**src/rtl/console_pkg.sv**
```systemverilog
// Shared state encoding and key codes for the text console controller.
// Build option CONSOLE_PROMPT_EN adds the prompt state and moves the line start to column 2.
package console_pkg;

  localparam int DEF_COLS = 70;
  localparam int DEF_ROWS = 30;

  localparam logic [7:0] BLANK_CODE  = 8'h00;
  localparam logic [7:0] PROMPT_CODE = 8'h3E;

  localparam logic [7:0] KEY_BKSP  = 8'h08;
  localparam logic [7:0] KEY_ENTER = 8'h0D;
  localparam logic [7:0] KEY_UP    = 8'h11;
  localparam logic [7:0] KEY_DOWN  = 8'h12;
  localparam logic [7:0] KEY_LEFT  = 8'h13;
  localparam logic [7:0] KEY_RIGHT = 8'h14;
  localparam logic [7:0] PRINT_LO  = 8'h20;
  localparam logic [7:0] PRINT_HI  = 8'h7E;

`ifdef CONSOLE_PROMPT_EN
  localparam logic [6:0] LINE_START = 7'd2;
`else
  localparam logic [6:0] LINE_START = 7'd0;
`endif

  typedef enum logic [2:0] {
    ST_INIT,
    ST_IDLE,
    ST_WRITE,
`ifdef CONSOLE_PROMPT_EN
    ST_PROMPT,
`endif
    ST_CLEAR
  } state_t;

  function automatic logic is_printable(input logic [7:0] code);
    return (code >= PRINT_LO) && (code <= PRINT_HI);
  endfunction

endpackage

```
**src/rtl/console_row_map.sv**
```systemverilog
// Logical-to-physical row mapping for the scrolled video RAM; shared with the display read path.
module console_row_map
  import console_pkg::*;
#(
  parameter int ROWS = DEF_ROWS
) (
  input  logic [4:0] row,
  input  logic [4:0] base,
  output logic [4:0] phys
);

  logic [5:0] sum;

  // A single conditional subtract suffices because both operands are below ROWS.
  assign sum  = {1'b0, row} + {1'b0, base};
  assign phys = (sum >= 6'(ROWS)) ? 5'(sum - 6'(ROWS)) : sum[4:0];

endmodule

```
**src/rtl/text_console_ctrl.sv**
```systemverilog
// Turns keyboard codes into video RAM writes, tracking the cursor and hardware scroll offset.
// Build option CONSOLE_PROMPT_EN writes a prompt after init and after every enter.
module text_console_ctrl
  import console_pkg::*;
#(
  parameter int COLS = DEF_COLS,
  parameter int ROWS = DEF_ROWS
) (
  input  logic       clk,
  input  logic       rst,
  input  logic       in_valid,
  input  logic [7:0] in_ascii,
  output logic       in_ready,
  output logic       vwr_en,
  output logic [6:0] vwraddr_h,
  output logic [4:0] vwraddr_v,
  output logic [7:0] vwrdata,
  output logic [6:0] cur_x,
  output logic [4:0] cur_y,
  output logic [4:0] scroll_base
);

  localparam logic [6:0] COL_MAX = 7'(COLS - 1);
  localparam logic [6:0] COL_END = 7'(COLS);
  localparam logic [4:0] ROW_MAX = 5'(ROWS - 1);
  localparam logic [4:0] ROW_END = 5'(ROWS);

  state_t     state, state_n;
  logic [6:0] x_n, cnt, cnt_n, h_n;
  logic [4:0] y_n, base_n, row_cnt, row_cnt_n, v_n;
  logic [4:0] map_row, map_phys;
  logic [7:0] d_n;
  logic       wr_n, scroll_pend, scroll_n;
`ifdef CONSOLE_PROMPT_EN
  logic       prompt_pend, prompt_n;
`endif

  assign in_ready = (state == ST_IDLE);

  // Backspace from column 0 targets the previous row; everything else uses the cursor row.
  assign map_row = (state == ST_IDLE && in_ascii == KEY_BKSP && cur_x == 7'd0)
                   ? cur_y - 5'd1 : cur_y;

  console_row_map #(.ROWS(ROWS)) u_row_map (
    .row  (map_row),
    .base (scroll_base),
    .phys (map_phys)
  );

  // NOTE: every signal gets a default before the case so no path leaves it unassigned (no latches).
  always_comb begin
    state_n   = state;
    x_n       = cur_x;
    y_n       = cur_y;
    base_n    = scroll_base;
    cnt_n     = cnt;
    row_cnt_n = row_cnt;
    scroll_n  = scroll_pend;
    wr_n      = 1'b0;
    h_n       = vwraddr_h;
    v_n       = vwraddr_v;
    d_n       = vwrdata;
`ifdef CONSOLE_PROMPT_EN
    prompt_n  = prompt_pend;
`endif
    case (state)
      ST_INIT: begin
        if (row_cnt < ROW_END) begin
          wr_n = 1'b1;
          h_n  = cnt;
          v_n  = row_cnt;
          d_n  = BLANK_CODE;
          if (cnt == COL_MAX) begin
            cnt_n     = 7'd0;
            row_cnt_n = row_cnt + 5'd1;
          end else begin
            cnt_n = cnt + 7'd1;
          end
        end else begin
          cnt_n     = 7'd0;
          row_cnt_n = 5'd0;
          x_n       = LINE_START;
`ifdef CONSOLE_PROMPT_EN
          wr_n    = 1'b1;
          h_n     = 7'd0;
          v_n     = map_phys;
          d_n     = PROMPT_CODE;
          state_n = ST_PROMPT;
`else
          state_n = ST_IDLE;
`endif
        end
      end

      ST_IDLE: begin
        if (in_valid) begin
          state_n = ST_WRITE;
          if (is_printable(in_ascii)) begin
            wr_n = 1'b1;
            h_n  = cur_x;
            v_n  = map_phys;
            d_n  = in_ascii;
            if (cur_x < COL_MAX) begin
              x_n = cur_x + 7'd1;
            end else begin
              x_n = 7'd0;
              if (cur_y < ROW_MAX) y_n = cur_y + 5'd1;
              else                 scroll_n = 1'b1;
            end
          end else begin
            case (in_ascii)
              KEY_ENTER: begin
                x_n = LINE_START;
                if (cur_y < ROW_MAX) y_n = cur_y + 5'd1;
                else                 scroll_n = 1'b1;
`ifdef CONSOLE_PROMPT_EN
                prompt_n = 1'b1;
`endif
              end
              KEY_BKSP: begin
                if (cur_x != 7'd0) begin
                  x_n  = cur_x - 7'd1;
                  wr_n = 1'b1;
                  h_n  = cur_x - 7'd1;
                  v_n  = map_phys;
                  d_n  = BLANK_CODE;
                end else if (cur_y != 5'd0) begin
                  x_n  = COL_MAX;
                  y_n  = cur_y - 5'd1;
                  wr_n = 1'b1;
                  h_n  = COL_MAX;
                  v_n  = map_phys;
                  d_n  = BLANK_CODE;
                end
              end
              KEY_UP:    if (cur_y != 5'd0)   y_n = cur_y - 5'd1;
              KEY_DOWN:  if (cur_y < ROW_MAX) y_n = cur_y + 5'd1;
              KEY_LEFT:  if (cur_x != 7'd0)   x_n = cur_x - 7'd1;
              KEY_RIGHT: if (cur_x < COL_MAX) x_n = cur_x + 7'd1;
              default: ;
            endcase
          end
        end
      end

      ST_WRITE: begin
        // The bottom row after the scroll is the physical row that used to be on top.
        if (scroll_pend) begin
          scroll_n  = 1'b0;
          base_n    = (scroll_base == ROW_MAX) ? 5'd0 : scroll_base + 5'd1;
          row_cnt_n = scroll_base;
          cnt_n     = 7'd1;
          wr_n      = 1'b1;
          h_n       = 7'd0;
          v_n       = scroll_base;
          d_n       = BLANK_CODE;
          state_n   = ST_CLEAR;
        end
`ifdef CONSOLE_PROMPT_EN
        else if (prompt_pend) begin
          prompt_n = 1'b0;
          wr_n     = 1'b1;
          h_n      = 7'd0;
          v_n      = map_phys;
          d_n      = PROMPT_CODE;
          state_n  = ST_PROMPT;
        end
`endif
        else begin
          state_n = ST_IDLE;
        end
      end

      ST_CLEAR: begin
        if (cnt < COL_END) begin
          wr_n  = 1'b1;
          h_n   = cnt;
          v_n   = row_cnt;
          d_n   = BLANK_CODE;
          cnt_n = cnt + 7'd1;
        end else begin
          cnt_n = 7'd0;
`ifdef CONSOLE_PROMPT_EN
          if (prompt_pend) begin
            prompt_n = 1'b0;
            wr_n     = 1'b1;
            h_n      = 7'd0;
            v_n      = map_phys;
            d_n      = PROMPT_CODE;
            state_n  = ST_PROMPT;
          end else begin
            state_n = ST_IDLE;
          end
`else
          state_n = ST_IDLE;
`endif
        end
      end

`ifdef CONSOLE_PROMPT_EN
      ST_PROMPT: state_n = ST_IDLE;
`endif

      default: state_n = ST_INIT;
    endcase
  end

  // NOTE: registered state uses non-blocking assignments so every flop samples pre-edge values.
  always_ff @(posedge clk or posedge rst) begin
    if (rst) begin
      state       <= ST_INIT;
      cur_x       <= 7'd0;
      cur_y       <= 5'd0;
      scroll_base <= 5'd0;
      cnt         <= 7'd0;
      row_cnt     <= 5'd0;
      scroll_pend <= 1'b0;
      vwr_en      <= 1'b0;
      vwraddr_h   <= 7'd0;
      vwraddr_v   <= 5'd0;
      vwrdata     <= 8'h00;
`ifdef CONSOLE_PROMPT_EN
      prompt_pend <= 1'b0;
`endif
    end else begin
      state       <= state_n;
      cur_x       <= x_n;
      cur_y       <= y_n;
      scroll_base <= base_n;
      cnt         <= cnt_n;
      row_cnt     <= row_cnt_n;
      scroll_pend <= scroll_n;
      vwr_en      <= wr_n;
      vwraddr_h   <= h_n;
      vwraddr_v   <= v_n;
      vwrdata     <= d_n;
`ifdef CONSOLE_PROMPT_EN
      prompt_pend <= prompt_n;
`endif
    end
  end

endmodule
```
**config.mk**
```make
export PLATFORM = sky130hd
export DESIGN_NAME = text_console_ctrl
export DESIGN_NICKNAME = d
export VERILOG_FILES = /design/src/rtl/console_pkg.sv /design/src/rtl/console_row_map.sv /design/src/rtl/text_console_ctrl.sv
export SDC_FILE = /design/constraint.sdc
export NUM_CORES = 1
export LEC_CHECK = 0
export CAP_MARGIN = 20
export CORE_ASPECT_RATIO = 1.5
export CORE_MARGIN = 2
export CORE_UTILIZATION = 61
export DETAILED_ROUTE_END_ITERATION = 10
export PLACE_DENSITY_LB_ADDON = 0.12
export SETUP_SLACK_MARGIN = 0.2
export SKIP_LAST_GASP = 1
export SLEW_MARGIN = 5
export SYNTH_ARGS = -nofsm -noshare
export SYNTH_HDL_FRONTEND = slang
export SYNTH_SLANG_ARGS = --single-unit
```
**constraint.sdc**
```tcl
create_clock -name clk -period 10 [get_ports clk]
set_input_delay 1.5 -clock clk [delete_from_list [all_inputs] [get_ports clk]]
set_output_delay 1.5 -clock clk [all_outputs]
set_load 0.03 [all_outputs]
```
Yosys cells after proc, flatten, opt, wreduce, memory -nomap -nowiden --
Index checks and enable logic that the tools add are counted.
Word-level totals: logic and storage cells 149, output and inout bits 39, flip-flop bits (word level) 54, bits of input ports 11
Operators by class: $add $sub $neg 9, reduce and logical (&&, ||, !) cells 22, order comparisons 7, multiplexer cells 72, equal/unequal tests 28
Operators with widths (number):
- 7-bit two-way mux | 18
- 5-bit two-way mux | 18
- 8-bit two-way mux | 8
- 7-bit one-hot mux with 4 select lines | 2
- 8-bit by 5-bit == test with 1-bit output, second input constant | 4
- 8-bit one-hot mux with 4 select lines | 1
- 7-bit one-hot mux with 3 select lines | 1
- 5-bit one-hot mux with 4 select lines | 1
- 8-bit by 4-bit == test with 1-bit output, second input constant | 2
- 5-bit by 1-bit adder with 5-bit output, second input constant | 3
- 5-bit one-hot mux with 3 select lines | 1
- 7-bit by 1-bit adder with 7-bit output, second input constant | 2
- 7-bit < comparator, second input constant | 2
- 2-bit inequality test, second input constant | 7
- 7-bit one-hot mux with 2 select lines | 1
- 7-bit AND reduction | 2
- 1-bit two-way mux | 13
- 3-bit one-hot mux with 4 select lines | 1
- 5-bit < comparator, second input constant | 2
- 5-bit one-hot mux with 2 select lines | 1
- 3-bit two-way mux | 3
- 3-bit inequality test, second input constant | 3
- 8-bit by 6-bit greater-or-equal comparator with 1-bit output, second input constant | 1
- 8-bit by 7-bit <= comparator with 1-bit output, second input constant | 1
- other kinds (30) | 40

Longest topological paths before layout --
depth after elaboration 13, depth in mapped cells 18, depth with buffers taken out 16

Modules after synthesis --
A second synthesis with hierarchy kept.
Unflattened totals: cell total of the unflattened synthesis 505, area total of the unflattened synthesis 4246.6 um^2
Modules (own cells, without submodules):
- text_console_ctrl | times used 1, seq. area each 1326.3 um^2, area each 3941.3 um^2, cells each 469
- console_row_map | times used 1, seq. area each 0.0 um^2, area each 305.3 um^2, cells each 36

Worst setup path before layout --
No wires, ideal clock.
path kind input to register, start in in_ascii[0], end reg vwraddr_v[3], path buffers 2, data required time 9.850 ns, path slack 5.346 ns, library setup time 0.150 ns, arrival 4.504 ns, stages on the path 15, cell sequence buf_6 > or4b_4 > nor2_8 > and3_1 > clkbuf_1 > xnor2_1 > ha_1 > inv_1 > fa_1 > xor2_1 > a211oi_1 > nand2_1 > o32ai_1 > mux2i_1 > a41oi_1
Between the ends: word-level cells in the longest chain between the ends 13, elaborated cells between the ends (all ways) 20, those cells by class add/sub (2); order compare (3); eq/ne (3); mux (8); reduce/logical (4)
Ends and longest elaborated chain:
- from (decl) | RTL line text_console_ctrl.sv:12 | input logic [7:0] in_ascii,
- 8-bit by 4-bit == test with 1-bit output | RTL line text_console_ctrl.sv:41, text_console_ctrl.sv:111
- 1-bit logical AND (2 in a row) | RTL line text_console_ctrl.sv:41 | assign map_row = (state == ST_IDLE && in_ascii == KEY_BKSP && cur_x == 7'd0)
- 5-bit two-way mux | RTL line text_console_ctrl.sv:42 | ? cur_y - 5'd1 : cur_y;
- 5-bit by 5-bit adder with 6-bit output | RTL line console_row_map.sv:15 | assign sum = {1'b0, row} + {1'b0, base};
- 5-bit subtractor / 6-bit by 5-bit greater-or-equal comparator with 1-bit output (equally long branches) | RTL line console_row_map.sv:16 | assign phys = (sum >= 6'(ROWS)) ? 5'(sum - 6'(ROWS)) : sum[4:0];
- 5-bit two-way mux | RTL line console_row_map.sv:16
- 5-bit two-way mux | RTL line text_console_ctrl.sv:127 | end else if (cur_y != 5'd0) begin
- 5-bit two-way mux | RTL line text_console_ctrl.sv:121 | if (cur_x != 7'd0) begin
- 5-bit two-way mux | RTL line text_console_ctrl.sv:111 | case (in_ascii)
- 5-bit two-way mux | RTL line text_console_ctrl.sv:98 | if (is_printable(in_ascii)) begin
- 5-bit two-way mux | RTL line text_console_ctrl.sv:96 | if (in_valid) begin
- 5-bit one-hot mux with 4 select lines | RTL line text_console_ctrl.sv:66 | case (state)
- to (signal assigned) | RTL line text_console_ctrl.sv:235 | vwraddr_v <= v_n;
- to (decl) | RTL line text_console_ctrl.sv:16 | output logic [4:0] vwraddr_v,
Several ways; a longest one is shown, not always the timed one. The select of a mux whose other input is x is not followed. A chain may end at the register's enable or synchronous reset.

Worst setup path in the final report --
Same ends and word-level chain as after synthesis.

==> out/results.txt <==
WP buf/inv = 2
H-tree depth = 2
Slew HR = 54.5%
crit path to = vwraddr_v[3]
total of cells resized after clock tree synthesis = 0
dpl hpwl = 7.37 mm
antenna violations before repair = 0
Total Wirelength = 9.95 mm
CP Capture Type = register
crit path launch = in_ascii[0]
Area contributors post-synth = dfrtp_1, ha_1, o21ai_0
vias in the first global route = 3463
WP data arrival = 5.15 ns
Synth Cell Area = 3940 um2
Startpoint Class = input pin
Worst-path clk slew = 0.10 ns
Worst Clk Skew = 0.00842 ns
# DRC = 0
drt pass-1 iters = 5
total gr overflow = 0
standard-cell rows = 35
CP top delay family = simple AND/OR/NAND/NOR gates
worst-skew pair later-pin latency = 0.32 ns
r2r startpoint = cur_x[0]
post-synthesis sequential area ratio = 33.7%
Critical-path top delay cell = or4b_4
Worst-Margin Slew = 0.682 ns
# Post-CTS Setup Buffers = 0
flop-to-flop setup slack = 5.70 ns
reg2reg end = vwraddr_v[3]
GRT Total Usage = 28.2%
Worst Path Required = 10.17 ns
largest net degree at the start of global routing = 35
CP Depth = 14
cell taking the most area after synthesis = dfrtp_1
Critical Path Max Stage Delay = 0.62 ns
Design Area, Final = 4580 um2
final hold viol count = 0
status = finished clean
sum of negative setup slack = 0 ns
die area = 7130 um2
RSZ-0062 raised after global routing = no
antenna cells = 0
Core Area = 6220 um2
Ports = 50
count of cell types in the netlist = 66
Nets = 538
routed length per instance = 17.1 um
Tcrit/Tclk final = 49.8%
initial core utilization = 63.4%
Pins Over Slew Limit = 0
worst r2r path cells = 15
Max VDD drop = 0.000177 V
Synth top area share = 33.7%
Area after DPL = 4460 um2
drt via density = 6.38
Via Count = 3703
Post-CTS Hold Fix Bufs = 0
Final ANT Viol Nets = 0
Clock Sinks = 53
Synth Flop Type = dfrtp_1
CTS root buffer = clkbuf_8
LEAKAGE = 0.00189 uW
Area Growth Syn to Fin = 16.2%
Iter 0 DRT Violations = 301
Hold Crit Class = reg -> reg
Cells after Synth = 464
GP Congestion = 0.879
fmax = 0.201 GHz
CTS tree = built
Mean Syn Cell Area = 8.49 um2
buffers added on ports = 49
die height = 102 um
Post-synth EDFFs = 0
overall die width = 69.6 um
worst path cell trace = clkdlybuf4s50_1 -> or4b_4 -> nor2_8 -> and3_1 -> xnor2_1 -> ha_1 -> inv_1 -> fa_1 -> xor2_1 -> a211oi_1 -> nand2_1 -> o32ai_1 -> mux2i_1 -> a41oi_1
synthesized net count = 497
CTS Buf Count = 5
critical path class = in -> reg
ratio of cells with drive above 1 in the final layout = 5.34%
first-pass GRT wire length = 16.2 mm
pwr dens = 315 nW/um2
Final Setup Violations = 0
max_cap viols = 0
minimum clock period = 4.98 ns
CP Max Fanout = 9
synthesis-stage register bit count = 53
Yosys warning total = 0
Async SR Flop Fraction = 100%
CTS Buffer Depth = 2
[report_power, final]
part / total, uW / switching (uW) / internal (uW)
clock: 152 / 76.9 / 75.3
sequential: 382 / 87.8 / 294
combinational: 906 / 555 / 351
total: 1440 / 720 / 720
[area by class of cell]
type / instances / area, um2
Clock inverter: 2 / 38.8
Clock buffer: 6 / 72.6
Inverter: 41 / 154
Multi-Input combinational cell: 350 / 2360
Timing Repair Buffer: 54 / 538
Tap cell: 74 / 92.6
Fill cell: 482 / 1640
Sequential cell: 53 / 1330
[metal layers]
layer  up-vias  part of all wire (%)  GRT usage, %
li1       1776                     -             -
met1      1778                    41          33.2
met2       125                    52          52.1
met3        24                   3.9          2.96
met4         0                   3.1          12.1
met5         -                     0             0
[cell usage in the layout, fill, tap and decap left out, drive strengths merged, types with 6 or more instances in the layout]
| cell type | Yosys | final |
|---|---|---|
| or3 | 6 | 6 |
| o221ai | 13 | 13 |
| dfrtp | 53 | 53 |
| o21ai | 42 | 42 |
| and3 | 6 | 6 |
| a21oi | 22 | 22 |
| o21a | 7 | 7 |
| nand2b | 7 | 7 |
| mux2i | 13 | 13 |
| clkbuf | 14 | 6 |
| xnor2 | 11 | 11 |
| clkdlybuf4s50 | 0 | 49 |
| a31oi | 7 | 7 |
| inv | 41 | 41 |
| nand4 | 6 | 6 |
| nand2 | 33 | 33 |
| nor3 | 12 | 12 |
| nand3 | 26 | 26 |
| nor2 | 35 | 35 |
| ha | 21 | 21 |
[worst min path at each step]
stage	from	to	slack, ns	cells past startpoint
after floorplan	row_cnt[4]	row_cnt[4]	0.52	2
after global placement	vwraddr_h[1]	vwraddr_h[1]	0.48	1
after detailed placement	vwraddr_h[6]	vwraddr_h[6]	0.48	1
after CTS	vwraddr_h[6]	vwraddr_h[6]	0.51	1
after global routing	vwraddr_h[3]	vwraddr_h[3]	0.52	1
final	vwraddr_h[1]	vwraddr_h[1]	0.50	1
[cell usage after synthesis, types with 5 or more instances]
cell      number
nand2_1       33
or3_1          6
dfrtp_1       53
a21o_1         5
nand3_1       26
and3_1         6
mux2i_1       13
inv_1         41
o211ai_1       5
xnor2_1       11
nand4_1        6
nor3_1        12
nor2b_1        5
o21a_1         7
clkbuf_1      13
o21ai_0       42
a31oi_1        6
nor2_1        34
ha_1          21
o221ai_1      13
nand2b_1       7
a21oi_1       22
[worst reg2reg max path: cells and delay by family (launching register included)]
kind            cells  cell delay (ns)
flops               1             0.50
buf+inv             2             0.22
xor+xnor            2             0.33
compound gates      3             0.71
fa+ha+maj           3             0.91
simple gates        4             1.24
mux                 1             0.23
[cell families after synthesis]
family                     count (synthesis)  synth area share [%]
and+or+nand+nor                          158                  20.8
AOI/OAI and AO/OA                        139                  24.2
buffers and inverters                     61                  6.54
DFF                                       53                  33.7
adders and majority gates                 22                  7.17
muxes                                     18                  4.83
xor gates and xnor gates                  13                  2.89
[sequential cells by signal, indices dropped and copies added, names as in the netlist]
register / count
cur_x: 7
scroll_base: 5
state: 2
row_cnt: 5
cnt: 7
cur_y: 5
vwraddr_h: 7
vwr_en: 1
vwraddr_v: 5
scroll_pend: 1
vwrdata: 8
[per-stage QoR]
stage | power [uW] | utilization (%) | setup WS [ns] | hold WS [ns] | cells
after floorplan | 1030 | - | 5.35 | 0.518 | 464
after global placement | 1250 | 71.4 | 4.79 | 0.475 | 570
after detailed placement | 1280 | 71.8 | 4.68 | 0.484 | 571
after CTS | 1430 | 73.6 | 5.02 | 0.507 | 579
after global routing | 1540 | 73.6 | 4.85 | 0.522 | 580
final | 1440 | 73.6 | 5.02 | 0.502 | 580
(Power assumes the default switching activity.)
